## config.mk

```make
export PLATFORM = sky130hd
export DESIGN_NAME = counter_cmd_arbiter
export DESIGN_NICKNAME = d
export VERILOG_FILES = /design/src/rtl/counter_ctrl_pkg.sv /design/src/rtl/cmd_fifo.sv /design/src/rtl/counter_cmd_arbiter.sv
export SDC_FILE = /design/constraint.sdc
export NUM_CORES = 1
export LEC_CHECK = 0
export CORE_AREA = 8 8 62 64
export CTS_CLUSTER_DIAMETER = 150
export DETAILED_ROUTE_END_ITERATION = 16
export DIE_AREA = 0 0 70 72
export PLACE_DENSITY_LB_ADDON = 0.1
export SYNTH_ARGS = -nofsm -noshare
export SYNTH_HDL_FRONTEND = slang
export SYNTH_HIERARCHICAL = 1
export SYNTH_SLANG_ARGS = --single-unit
export TNS_END_PERCENT = 100
```

## constraint.sdc

```tcl
create_clock -name clk -period 6.2 [get_ports clk]
set_input_delay 0.62 -clock clk [delete_from_list [all_inputs] [get_ports clk]]
set_output_delay 0.62 -clock clk [all_outputs]
set_load 0.1 [all_outputs]
```

## src/rtl/counter_ctrl_pkg.sv

```systemverilog
// Shared types and constants for the counter command arbiter.
// Command codes, sequencer states, ASCII bytes, LED encodings and the UART byte decoder.
package counter_ctrl_pkg;

    typedef enum logic [2:0] {
        CMD_MODE_TOGGLE = 3'd0,
        CMD_RUN_TOGGLE  = 3'd1,
        CMD_RUN         = 3'd2,
        CMD_STOP        = 3'd3,
        CMD_CLEAR       = 3'd4
    } cmd_e;

    typedef enum logic [1:0] {
        STOP  = 2'd0,
        RUN   = 2'd1,
        CLEAR = 2'd2
    } seq_state_e;

    localparam int CMD_W = $bits(cmd_e);

    localparam logic [7:0] ASCII_M_UC = 8'h4D;
    localparam logic [7:0] ASCII_M_LC = 8'h6D;
    localparam logic [7:0] ASCII_R_UC = 8'h52;
    localparam logic [7:0] ASCII_R_LC = 8'h72;
    localparam logic [7:0] ASCII_S_UC = 8'h53;
    localparam logic [7:0] ASCII_S_LC = 8'h73;
    localparam logic [7:0] ASCII_C_UC = 8'h43;
    localparam logic [7:0] ASCII_C_LC = 8'h63;

    localparam logic [7:0] ECHO_U = 8'h55;
    localparam logic [7:0] ECHO_D = 8'h44;
    localparam logic [7:0] ECHO_R = 8'h52;
    localparam logic [7:0] ECHO_S = 8'h53;
    localparam logic [7:0] ECHO_C = 8'h43;
    localparam logic [7:0] ECHO_X = 8'h58;

    localparam logic [1:0] LED_UP      = 2'b01;
    localparam logic [1:0] LED_DOWN    = 2'b10;
    localparam logic [1:0] LED_STOPPED = 2'b01;
    localparam logic [1:0] LED_RUNNING = 2'b10;

    typedef struct packed {
        logic valid;
        cmd_e cmd;
    } cmd_req_t;

    function automatic cmd_req_t uart_decode(input logic [7:0] b);
        cmd_req_t r;
        r.valid = 1'b1;
        r.cmd   = CMD_MODE_TOGGLE;
        case (b)
            ASCII_M_UC, ASCII_M_LC: r.cmd = CMD_MODE_TOGGLE;
            ASCII_R_UC, ASCII_R_LC: r.cmd = CMD_RUN;
            ASCII_S_UC, ASCII_S_LC: r.cmd = CMD_STOP;
            ASCII_C_UC, ASCII_C_LC: r.cmd = CMD_CLEAR;
            default:                r.valid = 1'b0;
        endcase
        return r;
    endfunction

endpackage

```

## src/rtl/cmd_fifo.sv

```systemverilog
// Synchronous command FIFO with exact occupancy count; DEPTH must be a power of two.
// A push into a full FIFO is accepted only when a pop happens in the same cycle.
module cmd_fifo #(
    parameter int DEPTH = 4,
    parameter int WIDTH = 3,
    localparam int AW = $clog2(DEPTH),
    localparam int CW = AW + 1
) (
    input  logic             clk,
    input  logic             reset_n,
    input  logic             push_i,
    input  logic [WIDTH-1:0] push_data_i,
    input  logic             pop_i,
    output logic [WIDTH-1:0] pop_data_o,
    output logic             full_o,
    output logic             empty_o,
    output logic [CW-1:0]    count_o
);

    logic [WIDTH-1:0] mem_q [DEPTH];
    logic [AW-1:0]    wr_ptr_q, wr_ptr_d;
    logic [AW-1:0]    rd_ptr_q, rd_ptr_d;
    logic [CW-1:0]    count_q, count_d;
    logic             push_ok;
    logic             pop_ok;

    assign full_o     = (count_q == CW'(DEPTH));
    assign empty_o    = (count_q == '0);
    assign count_o    = count_q;
    assign pop_data_o = mem_q[rd_ptr_q];

    assign pop_ok  = pop_i && !empty_o;
    assign push_ok = push_i && (!full_o || pop_ok);

    always_comb begin
        wr_ptr_d = wr_ptr_q;
        rd_ptr_d = rd_ptr_q;
        count_d  = count_q;
        if (push_ok) wr_ptr_d = wr_ptr_q + AW'(1);
        if (pop_ok)  rd_ptr_d = rd_ptr_q + AW'(1);
        case ({push_ok, pop_ok})
            2'b10:   count_d = count_q + CW'(1);
            2'b01:   count_d = count_q - CW'(1);
            default: count_d = count_q;
        endcase
    end

    always_ff @(posedge clk or negedge reset_n) begin
        if (!reset_n) begin
            wr_ptr_q <= '0;
            rd_ptr_q <= '0;
            count_q  <= '0;
        end else begin
            wr_ptr_q <= wr_ptr_d;
            rd_ptr_q <= rd_ptr_d;
            count_q  <= count_d;
        end
    end

    // Storage needs no reset: entries are only read once count says they are valid.
    always_ff @(posedge clk) begin
        if (push_ok) mem_q[wr_ptr_q] <= push_data_i;
    end

endmodule

```

## src/rtl/counter_cmd_arbiter.sv

```systemverilog
// Arbitrates button and UART commands into a FIFO and sequences STOP/RUN/CLEAR for the counter.
// Optional macro CMD_ECHO_EN adds a UART status-character echo (tx_busy/tx_start/tx_data).
//
// state | meaning
// STOP  | counter halted, commands popped and applied
// RUN   | counter and divider enabled, CMD_CLEAR is discarded
// CLEAR | clear held high for CLEAR_CYCLES cycles, FIFO pops stalled
module counter_cmd_arbiter
    import counter_ctrl_pkg::*;
#(
    parameter int FIFO_DEPTH   = 4,
    parameter int CLEAR_CYCLES = 1,
    localparam int CNT_W = $clog2(FIFO_DEPTH) + 1
) (
    input  logic             clk,
    input  logic             reset_n,
    input  logic             btn_mode,
    input  logic             btn_run_stop,
    input  logic             btn_clear,
    input  logic [7:0]       rx_data,
    input  logic             rx_done,
`ifdef CMD_ECHO_EN
    input  logic             tx_busy,
    output logic             tx_start,
    output logic [7:0]       tx_data,
`endif
    output logic             mode,
    output logic             run_stop,
    output logic             clear,
    output logic [1:0]       led_mode,
    output logic [1:0]       led_run_stop,
    output logic             cmd_overflow,
    output logic [CNT_W-1:0] fifo_count
);

    localparam int CLR_W = (CLEAR_CYCLES > 1) ? $clog2(CLEAR_CYCLES) : 1;
`ifdef CMD_ECHO_EN
    localparam int ENTRY_W = CMD_W + 1;
`else
    localparam int ENTRY_W = CMD_W;
`endif

    seq_state_e       state_q, state_d;
    logic             mode_q, mode_d;
    logic [CLR_W-1:0] clr_cnt_q, clr_cnt_d;
    logic             skid_valid_q, skid_valid_d;
    cmd_e             skid_cmd_q, skid_cmd_d;
    logic             overflow_q, overflow_d;

    cmd_req_t         btn_req;
    cmd_req_t         uart_req;
    logic             push;
    cmd_e             push_cmd;
    logic [ENTRY_W-1:0] push_entry;
    logic [ENTRY_W-1:0] head_entry;
    cmd_e             head_cmd;
    logic             pop;
    logic             fifo_full;
    logic             fifo_empty;
    logic             skid_drop;
`ifdef CMD_ECHO_EN
    logic             push_src_uart;
    logic             head_src_uart;
`endif

    always_comb begin
        btn_req.valid = btn_clear || btn_run_stop || btn_mode;
        if (btn_clear)         btn_req.cmd = CMD_CLEAR;
        else if (btn_run_stop) btn_req.cmd = CMD_RUN_TOGGLE;
        else                   btn_req.cmd = CMD_MODE_TOGGLE;

        uart_req = uart_decode(rx_data);
        if (!rx_done) uart_req.valid = 1'b0;
    end

    // The skid entry always drains on the cycle after capture, so only a
    // UART command arriving in that same cycle can find it occupied.
    always_comb begin
        push         = 1'b0;
        push_cmd     = CMD_MODE_TOGGLE;
        skid_valid_d = 1'b0;
        skid_cmd_d   = skid_cmd_q;
        skid_drop    = 1'b0;
`ifdef CMD_ECHO_EN
        push_src_uart = 1'b0;
`endif
        if (skid_valid_q) begin
            push      = 1'b1;
            push_cmd  = skid_cmd_q;
            skid_drop = uart_req.valid;
`ifdef CMD_ECHO_EN
            push_src_uart = 1'b1;
`endif
        end else if (btn_req.valid) begin
            push     = 1'b1;
            push_cmd = btn_req.cmd;
            if (uart_req.valid) begin
                skid_valid_d = 1'b1;
                skid_cmd_d   = uart_req.cmd;
            end
        end else if (uart_req.valid) begin
            push     = 1'b1;
            push_cmd = uart_req.cmd;
`ifdef CMD_ECHO_EN
            push_src_uart = 1'b1;
`endif
        end
        overflow_d = overflow_q || skid_drop || (push && fifo_full && !pop);
    end

`ifdef CMD_ECHO_EN
    assign push_entry    = {push_src_uart, push_cmd};
    assign head_src_uart = head_entry[CMD_W];
`else
    assign push_entry = push_cmd;
`endif
    assign head_cmd = cmd_e'(head_entry[CMD_W-1:0]);
    assign pop      = !fifo_empty && (state_q != CLEAR);

    cmd_fifo #(
        .DEPTH (FIFO_DEPTH),
        .WIDTH (ENTRY_W)
    ) u_cmd_fifo (
        .clk         (clk),
        .reset_n     (reset_n),
        .push_i      (push),
        .push_data_i (push_entry),
        .pop_i       (pop),
        .pop_data_o  (head_entry),
        .full_o      (fifo_full),
        .empty_o     (fifo_empty),
        .count_o     (fifo_count)
    );

    always_comb begin
        state_d   = state_q;
        mode_d    = mode_q;
        clr_cnt_d = clr_cnt_q;
        case (state_q)
            STOP: begin
                if (pop) begin
                    case (head_cmd)
                        CMD_RUN, CMD_RUN_TOGGLE: state_d = RUN;
                        CMD_CLEAR: begin
                            state_d   = CLEAR;
                            clr_cnt_d = CLR_W'(CLEAR_CYCLES - 1);
                        end
                        CMD_MODE_TOGGLE: mode_d = ~mode_q;
                        default: ;
                    endcase
                end
            end
            RUN: begin
                if (pop) begin
                    case (head_cmd)
                        CMD_STOP, CMD_RUN_TOGGLE: state_d = STOP;
                        CMD_MODE_TOGGLE:          mode_d  = ~mode_q;
                        default: ;
                    endcase
                end
            end
            CLEAR: begin
                if (clr_cnt_q == '0) state_d = STOP;
                else                 clr_cnt_d = clr_cnt_q - CLR_W'(1);
            end
            default: state_d = STOP;
        endcase
    end

    always_ff @(posedge clk or negedge reset_n) begin
        if (!reset_n) begin
            state_q      <= STOP;
            mode_q       <= 1'b0;
            clr_cnt_q    <= '0;
            skid_valid_q <= 1'b0;
            skid_cmd_q   <= CMD_MODE_TOGGLE;
            overflow_q   <= 1'b0;
        end else begin
            state_q      <= state_d;
            mode_q       <= mode_d;
            clr_cnt_q    <= clr_cnt_d;
            skid_valid_q <= skid_valid_d;
            skid_cmd_q   <= skid_cmd_d;
            overflow_q   <= overflow_d;
        end
    end

    assign mode         = mode_q;
    assign run_stop     = (state_q == RUN);
    assign clear        = (state_q == CLEAR);
    assign led_mode     = mode_q ? LED_DOWN : LED_UP;
    assign led_run_stop = (state_q == RUN) ? LED_RUNNING : LED_STOPPED;
    assign cmd_overflow = overflow_q;

`ifdef CMD_ECHO_EN
    logic       echo_pend_q, echo_pend_d;
    logic [7:0] tx_data_q, tx_data_d;
    logic       echo_load;
    logic [7:0] echo_char;

    // A newer echo replaces an unsent one; tx_data holds until the handoff.
    always_comb begin
        echo_load = pop && head_src_uart;
        case (head_cmd)
            CMD_MODE_TOGGLE: echo_char = mode_d ? ECHO_D : ECHO_U;
            CMD_CLEAR:       echo_char = (state_q == STOP) ? ECHO_C : ECHO_X;
            default:         echo_char = (state_d == RUN) ? ECHO_R : ECHO_S;
        endcase
        tx_start    = echo_pend_q && !tx_busy;
        echo_pend_d = echo_pend_q && !tx_start;
        tx_data_d   = tx_data_q;
        if (echo_load) begin
            echo_pend_d = 1'b1;
            tx_data_d   = echo_char;
        end
    end

    always_ff @(posedge clk or negedge reset_n) begin
        if (!reset_n) begin
            echo_pend_q <= 1'b0;
            tx_data_q   <= 8'h00;
        end else begin
            echo_pend_q <= echo_pend_d;
            tx_data_q   <= tx_data_d;
        end
    end

    assign tx_data = tx_data_q;
`endif

endmodule
```

# Yosys cells after proc, flatten, opt, wreduce, memory -nomap -nowiden
# Memories as Yosys holds them, arrays and structs flattened.
# Index checks and enable logic that the tools add are counted.
[classes] add_sub_neg=5 n_eq_ne=24 muxes=29 bitwise_logic=2 reduce_logical=29
[ops] op="== test 8 x 7 -> 1 bit (second input constant)" n=8
[ops] op="two-way mux 1 bit" n=14
[ops] op="two-way mux 2 bit" n=6
[ops] op="two-way mux 3 bit" n=4
[ops] op="OR reduction 2 bit" n=6
[ops] op="case mux 3 bit (3 select lines)" n=1
[ops] op="AND reduction 3 bit" n=3
[ops] op="OR reduction 8 bit" n=1
[ops] op="== test 3 x 2 -> 1 bit (second input constant)" n=2
[ops] op="== test 3 bit (second input constant)" n=2
[ops] op="logical NOT 3 bit" n=2
[ops] op="inequality test 2 x 1 -> 1 bit (second input constant)" n=3
[ops] op="inequality test 2 bit (second input constant)" n=3
[ops] op="case mux 2 bit (3 select lines)" n=1
[ops] op="case mux 3 bit (2 select lines)" n=1
[ops] op="logical AND 1 bit" n=5
[ops] op="logical OR 1 bit" n=5
[ops] op="AND reduction 5 bit" n=1
[ops] op="adder 2 x 1 -> 2 bit (second input constant)" n=2
[ops] op="== test 2 x 1 -> 1 bit (second input constant)" n=2
[ops] op="== test 2 bit (second input constant)" n=2
[ops] op="case mux 2 bit (2 select lines)" n=1
[ops] op="nonzero test 2 bit" n=2
[ops] op="adder 3 x 1 -> 3 bit (second input constant)" n=1
[ops] op="8 further kinds" n=11
[word_totals] regBits=16 ramBits=12 in_bits=14 out_inout_bits=11 wordCells=99 mem_count=1
[memory_table] memory="u_cmd_fifo.mem_q" depth=4 width=3 read_ports=1 rd_ports_with_merged_regs=0 write_ports=1 line_no="cmd_fifo.sv:20" text="logic [WIDTH-1:0] mem_q [DEPTH];"

# Longest topological paths before layout
[depth] depth_word=10 mapped_depth=9 ltp_nobuf=8

# Modules after synthesis
# The synthesis kept the hierarchy.
[by_module_without_submodules] mod="cmd_fifo" instances=1 cells_each=68 area_per_inst_um2=957.2 seq_area_each_um2=535.5
[by_module_without_submodules] mod="counter_cmd_arbiter" instances=1 cells_each=63 area_per_inst_um2=566.8 seq_area_each_um2=200.2

# Worst setup path after synthesis
# OpenSTA, ideal clock, no wires.
[synth_timing] path_type="flip-flop to flip-flop" from="register state_q[0]" to="register u_cmd_fifo.count_q[2] (netlist: u_cmd_fifo/count_o[2])" setup_time_ps=67 arrival_ps=3570 t_required_ps=6133 setup_slack_ps=2563 stages_incl_launch_ff=10 path_buffers=1 synth_period_minus_slack_ps=3637 cell_sequence="dfrtp_1 > nor2b_1 > nor2_1 > clkbuf_1 > nand2b_1 > or2_2 > fa_1 > or4bb_2 > o22ai_1 > a221o_2"
[synth_via] elab_chain_len=7 word_cells_on_any_way=9 classes_between="eq/ne (3); mux (1); reduce/logical (5)"
[synth_rtl] element="start: declaration" line_no="counter_cmd_arbiter.sv:43" text="seq_state_e state_q, state_d;"
[synth_rtl] element="start signal: assignment" line_no="counter_cmd_arbiter.sv:179" text="state_q <= state_d;"
[synth_rtl] element="inequality test 2 bit (*)" line_no="counter_cmd_arbiter.sv:118" text="assign pop = !fifo_empty && (state_q != CLEAR);"
[synth_rtl] element="logical AND 1 bit (*)" line_no="counter_cmd_arbiter.sv:118"
[synth_rtl] element="via pop" line_no="counter_cmd_arbiter.sv:57" text="logic pop;"
[synth_rtl] element="logical AND 1 bit (*)" line_no="cmd_fifo.sv:32" text="assign pop_ok = pop_i && !empty_o;"
[synth_rtl] element="logical OR 1 bit" line_no="cmd_fifo.sv:33" text="assign push_ok = push_i && (!full_o || pop_ok);"
[synth_rtl] element="logical AND 1 bit" line_no="cmd_fifo.sv:33"
[synth_rtl] element="== test 2 x 1 -> 1 bit / == test 2 bit (equally long branches)" line_no="cmd_fifo.sv:41" text="case ({push_ok, pop_ok})"
[synth_rtl] element="case mux 3 bit (2 select lines) / nonzero test 2 bit (equally long branches)"
[synth_rtl] element="end signal: assignment" line_no="cmd_fifo.sv:56" text="count_q <= count_d;"
[synth_rtl] element="end: declaration" line_no="cmd_fifo.sv:23" text="logic [CW-1:0] count_q, count_d;"
# Mark *: on every way through the listed nets, which the timed path passes. The rest lies on a longest branch.
# A chain may end at the register's enable or synchronous reset.

# Final worst setup path
[layout_timing] from="input port rx_data[4]" to="register u_cmd_fifo.count_q[2] (netlist: u_cmd_fifo/count_o[2])"
[layout_via] elab_chain_len=10 word_cells_on_any_way=19 classes_between="eq/ne (10); mux (6); reduce/logical (3)"
[layout_rtl] element="start: declaration" line_no="counter_cmd_arbiter.sv:20" text="input logic [7:0] rx_data,"
[layout_rtl] element="== test 8 x 7 -> 1 bit" line_no="counter_ctrl_pkg.sv:51" text="case (b)"
[layout_rtl] element="OR reduction 8 bit (no line) (*)"
[layout_rtl] element="two-way mux 1 bit (*)" line_no="counter_ctrl_pkg.sv:51"
[layout_rtl] element="two-way mux 1 bit (*)" line_no="counter_cmd_arbiter.sv:73" text="if (!rx_done) uart_req.valid = 1'b0;"
[layout_rtl] element="two-way mux 1 bit (*)" line_no="counter_cmd_arbiter.sv:101" text="end else if (uart_req.valid) begin"
[layout_rtl] element="two-way mux 1 bit (*)" line_no="counter_cmd_arbiter.sv:94" text="end else if (btn_req.valid) begin"
[layout_rtl] element="two-way mux 1 bit (*)" line_no="counter_cmd_arbiter.sv:87" text="if (skid_valid_q) begin"
[layout_rtl] element="via push" line_no="counter_cmd_arbiter.sv:52" text="logic push;"
[layout_rtl] element="logical AND 1 bit (*)" line_no="cmd_fifo.sv:33"
[layout_rtl] element="== test 2 x 1 -> 1 bit / == test 2 bit (equally long branches)" line_no="cmd_fifo.sv:41"
[layout_rtl] element="case mux 3 bit (2 select lines) / nonzero test 2 bit (equally long branches)"
# Marks and branches as above.

==> results.md <==
* Mux cell area share after synthesis at under 10%
* DP Wirelength at approximately 2.2 mm
* FILL cells at 250
* # rows at 20
* RR Endpoint: u_cmd_fifo/count_o[2]
* CTS H-tree lvls at 1
* Largest family of logic cells by synthesized area: simple AND/OR/NAND/NOR gates
* Starting DRT DRC Count at 69
* Final Max Tran Viols at 0
* Die width at ~70 µm
* Crit path DAT at 3590 ps
* Crit path cell chain: clkdlybuf4s50_1 -> and4bb_1 -> a211oi_2 -> o21ai_1 -> or2_2 -> fa_1 -> or4bb_2 -> o22ai_1 -> a221o_2
* HP Class: reg -> reg
* Die footprint at around 5000 µm²
* Fin crit period at ~3300 ps
* CP Buf/Inv Count at 1
* Setup Fix Bufs, Post-CTS at 0
* Yosys warns at 6
* Die Height at 72 µm
* Asr flop ratio synth at 55.56%
* Worst-Margin Slew at approximately 970 ps
* WP data required at 6490 ps
* Total GRT Usage at between 10% and 20%
* Worst Skew at a little under 5 ps
* Top FF cell, synth: dfrtp_1
* Synth Area per Inst at 11.63 µm²
* Area grow syn2layout at 17.82%
* Outcome: complete, no violations
* Most common cell after layout, fill and taps aside: clkdlybuf4s50_1
* Adder-cell area share of the yosys netlist at 4.598%
* Crit Path Class: in -> reg
* Simple-gate area share of the yosys netlist at 20.28%
* Num CTS Buffers at 3
* Root Driver: clkbuf_4
* R2R cell count at 8
* Critical-path top delay cell: o21ai_1
* Hold Fails Final Rpt at 0
* Register area share after synthesis at a little under 50%
* Port buffer count at 23
* CTS tree: yes
* Yosys reg bits at 27
* Worst Path Max Fanout at 12
* Number of global-route vias before repair at approximately 1100
* Nets at 172
* Final period util at roughly 53%
* DR pass1 iterations at 4
* Worst-Skew Late Latency at 330 ps
* Hold path endpoint: state_q[0]
* Synth cell types at 50
* Antenna cells at 0
* Gate Count Post-Synth at between 100 and 150
* Vias per cell at about 5.7
* Worst Hold Launch: state_q[1]
* Setup crit start kind: input pin
* Layout cell share with drive strength beyond 1 at 15.79%
* Crit end category: flop
* Fmax at slightly above 300 MHz
* Clock buffer depth at 2
* Initial antenna violation count at 0
* Global-route wire length before repair at between 4 and 5 mm
* Starting Density at about 53%
* Largest delay share family, worst path: simple AND/OR/NAND/NOR gates
* Slew margin rel. at 34.85%
* Number of enable flip-flop cells after synthesis at 12
* Launching point of the worst reg2reg path: u_cmd_fifo/count_o[0]
* GP Congestion at between 0.8 and 0.9
* Commonest cells after routing, fill and taps aside: clkdlybuf4s50_1 (23), dfrtp_1 (15), edfxtp_1 (12)
* Worst stage delay on the critical path at ~680 ps
* TNS Setup at 0 ps
* RSZ-0062 raised after global routing: false
* Via count at 1054
* Hold buffers post-CTS at 0
* Cells resized by post-CTS repair at 0
* Synthesized-area fraction occupied by xor and xnor cells at around 3.4%
* CTS sink count at 27
* # IOs at 25
* Mapped Area at between 1500 and 2000 µm²
* GRT Residual Overflow at 0
* Worst reg-to-reg setup slack at between 3000 and 4000 ps
* Largest net degree at the start of global routing at 18
* ANT nets after route at 0
* WL per Instance at about 15 µm
* MaxCap Viol Count at 0
* Post-synthesis compound-gate area fraction at a little over an eighth
* Endpoints failing setup at 0
* Floorplan core area at between 2000 and 3000 µm²
* Hold Path Depth at 1
* Drt total wl at 2.798 mm
* Number of remaining DRC errors at 0
* Synthesized Nets at 150
* Clock slew at reported path FFs at around 160 ps
-- cell usage after synthesis (all sizes together) (2+ instances only) --
library cell  number  share of area (%)
o21ai              8                2.9
o22ai              2               0.82
inv               10                2.5
and2               4                2.0
nand2b             4                1.6
a21oi              2               0.66
nand3b             2               0.98
or3                2                1.1
o2bb2ai            2                1.1
ha                 4                3.3
nand3              4                1.3
dfrtp             15                 25
a41oi              2                1.1
nor2b              4                1.6
nand2              5                1.2
edfxtp            12                 24
xor2               2                1.1
xnor2              4                2.3
mux4               3                4.4
nor2               8                2.0
or2                3                1.2
clkbuf             2               0.49
and4bb             3                2.5
buf                4                1.6
-- area by class of cell --
| type | count | area, µm² | share of cell area [%] |
|---|---|---|---|
| tap | 33 | 41.29 | 2.300 |
| timing repair buffer | 23 | 230.2 | 12.82 |
| clock buffer | 3 | 22.52 | 1.254 |
| multi-input combinational | 88 | 719.4 | 40.07 |
| sequential | 27 | 735.7 | 40.98 |
| clock inverter | 1 | 8.758 | 0.4878 |
| inverter | 10 | 37.54 | 2.091 |
-- routing by layer --
layer  global-route usage, %  share of wire, %  wire, µm
met1                   13.44                44      1235
met3                   2.592               4.0       111
met4                   5.134               1.2        33
met2                   20.81                51      1417
met5                       0                 0         0
-- cell families (layout without fill, tap and decap cells) --
kind of cell / count (synthesis) / after routing
flip-flops: 27 / 27
XOR/XNOR: 6 / 6
multiplexers: 4 / 4
buffers and inverters: 16 / 37
AND/OR/NAND/NOR: 46 / 46
AO/OA/AOI/OAI: 27 / 27
adder cells (fa/ha/maj): 5 / 5
-- state kept, by name, summed over array words and instances, names as in the netlist --
signal               count
u_cmd_fifo/mem_q        12
skid_cmd_q               3
u_cmd_fifo/count_o       3
state_q                  2
u_cmd_fifo/rd_ptr_q      2
u_cmd_fifo/wr_ptr_q      2
cmd_overflow             1
mode                     1
skid_valid_q             1
-- through the flow --
stage	cells	instance area (µm²)	worst slack [ps]	utilization (%)	hold WS, ps
after global placement	181	1764	2606	60.78	455.4
after CTS	185	1795	2914	61.85	476.8
after floorplan	131	1524	2563	-	324.4
after detailed placement	181	1764	2553	60.78	456.2
final	185	1795	2895	61.85	469.0
after global routing	185	1795	2684	61.85	496.6
-- worst max-delay path by stage --
stage               cells after the start        from                     to
floorplan                               9  state_q[0]  u_cmd_fifo/count_o[2]
global placement                        9  rx_data[4]  u_cmd_fifo/count_o[2]
detailed placement                      9  rx_data[4]  u_cmd_fifo/count_o[2]
CTS                                     9  rx_data[4]  u_cmd_fifo/count_o[2]
global route                            9  rx_data[4]  u_cmd_fifo/count_o[2]
finish                                  9  rx_data[4]  u_cmd_fifo/count_o[2]
Power is left out: the tool's default activity adds up to more than one toggle a clock period on the data nets, which glitch-free logic cannot reach.
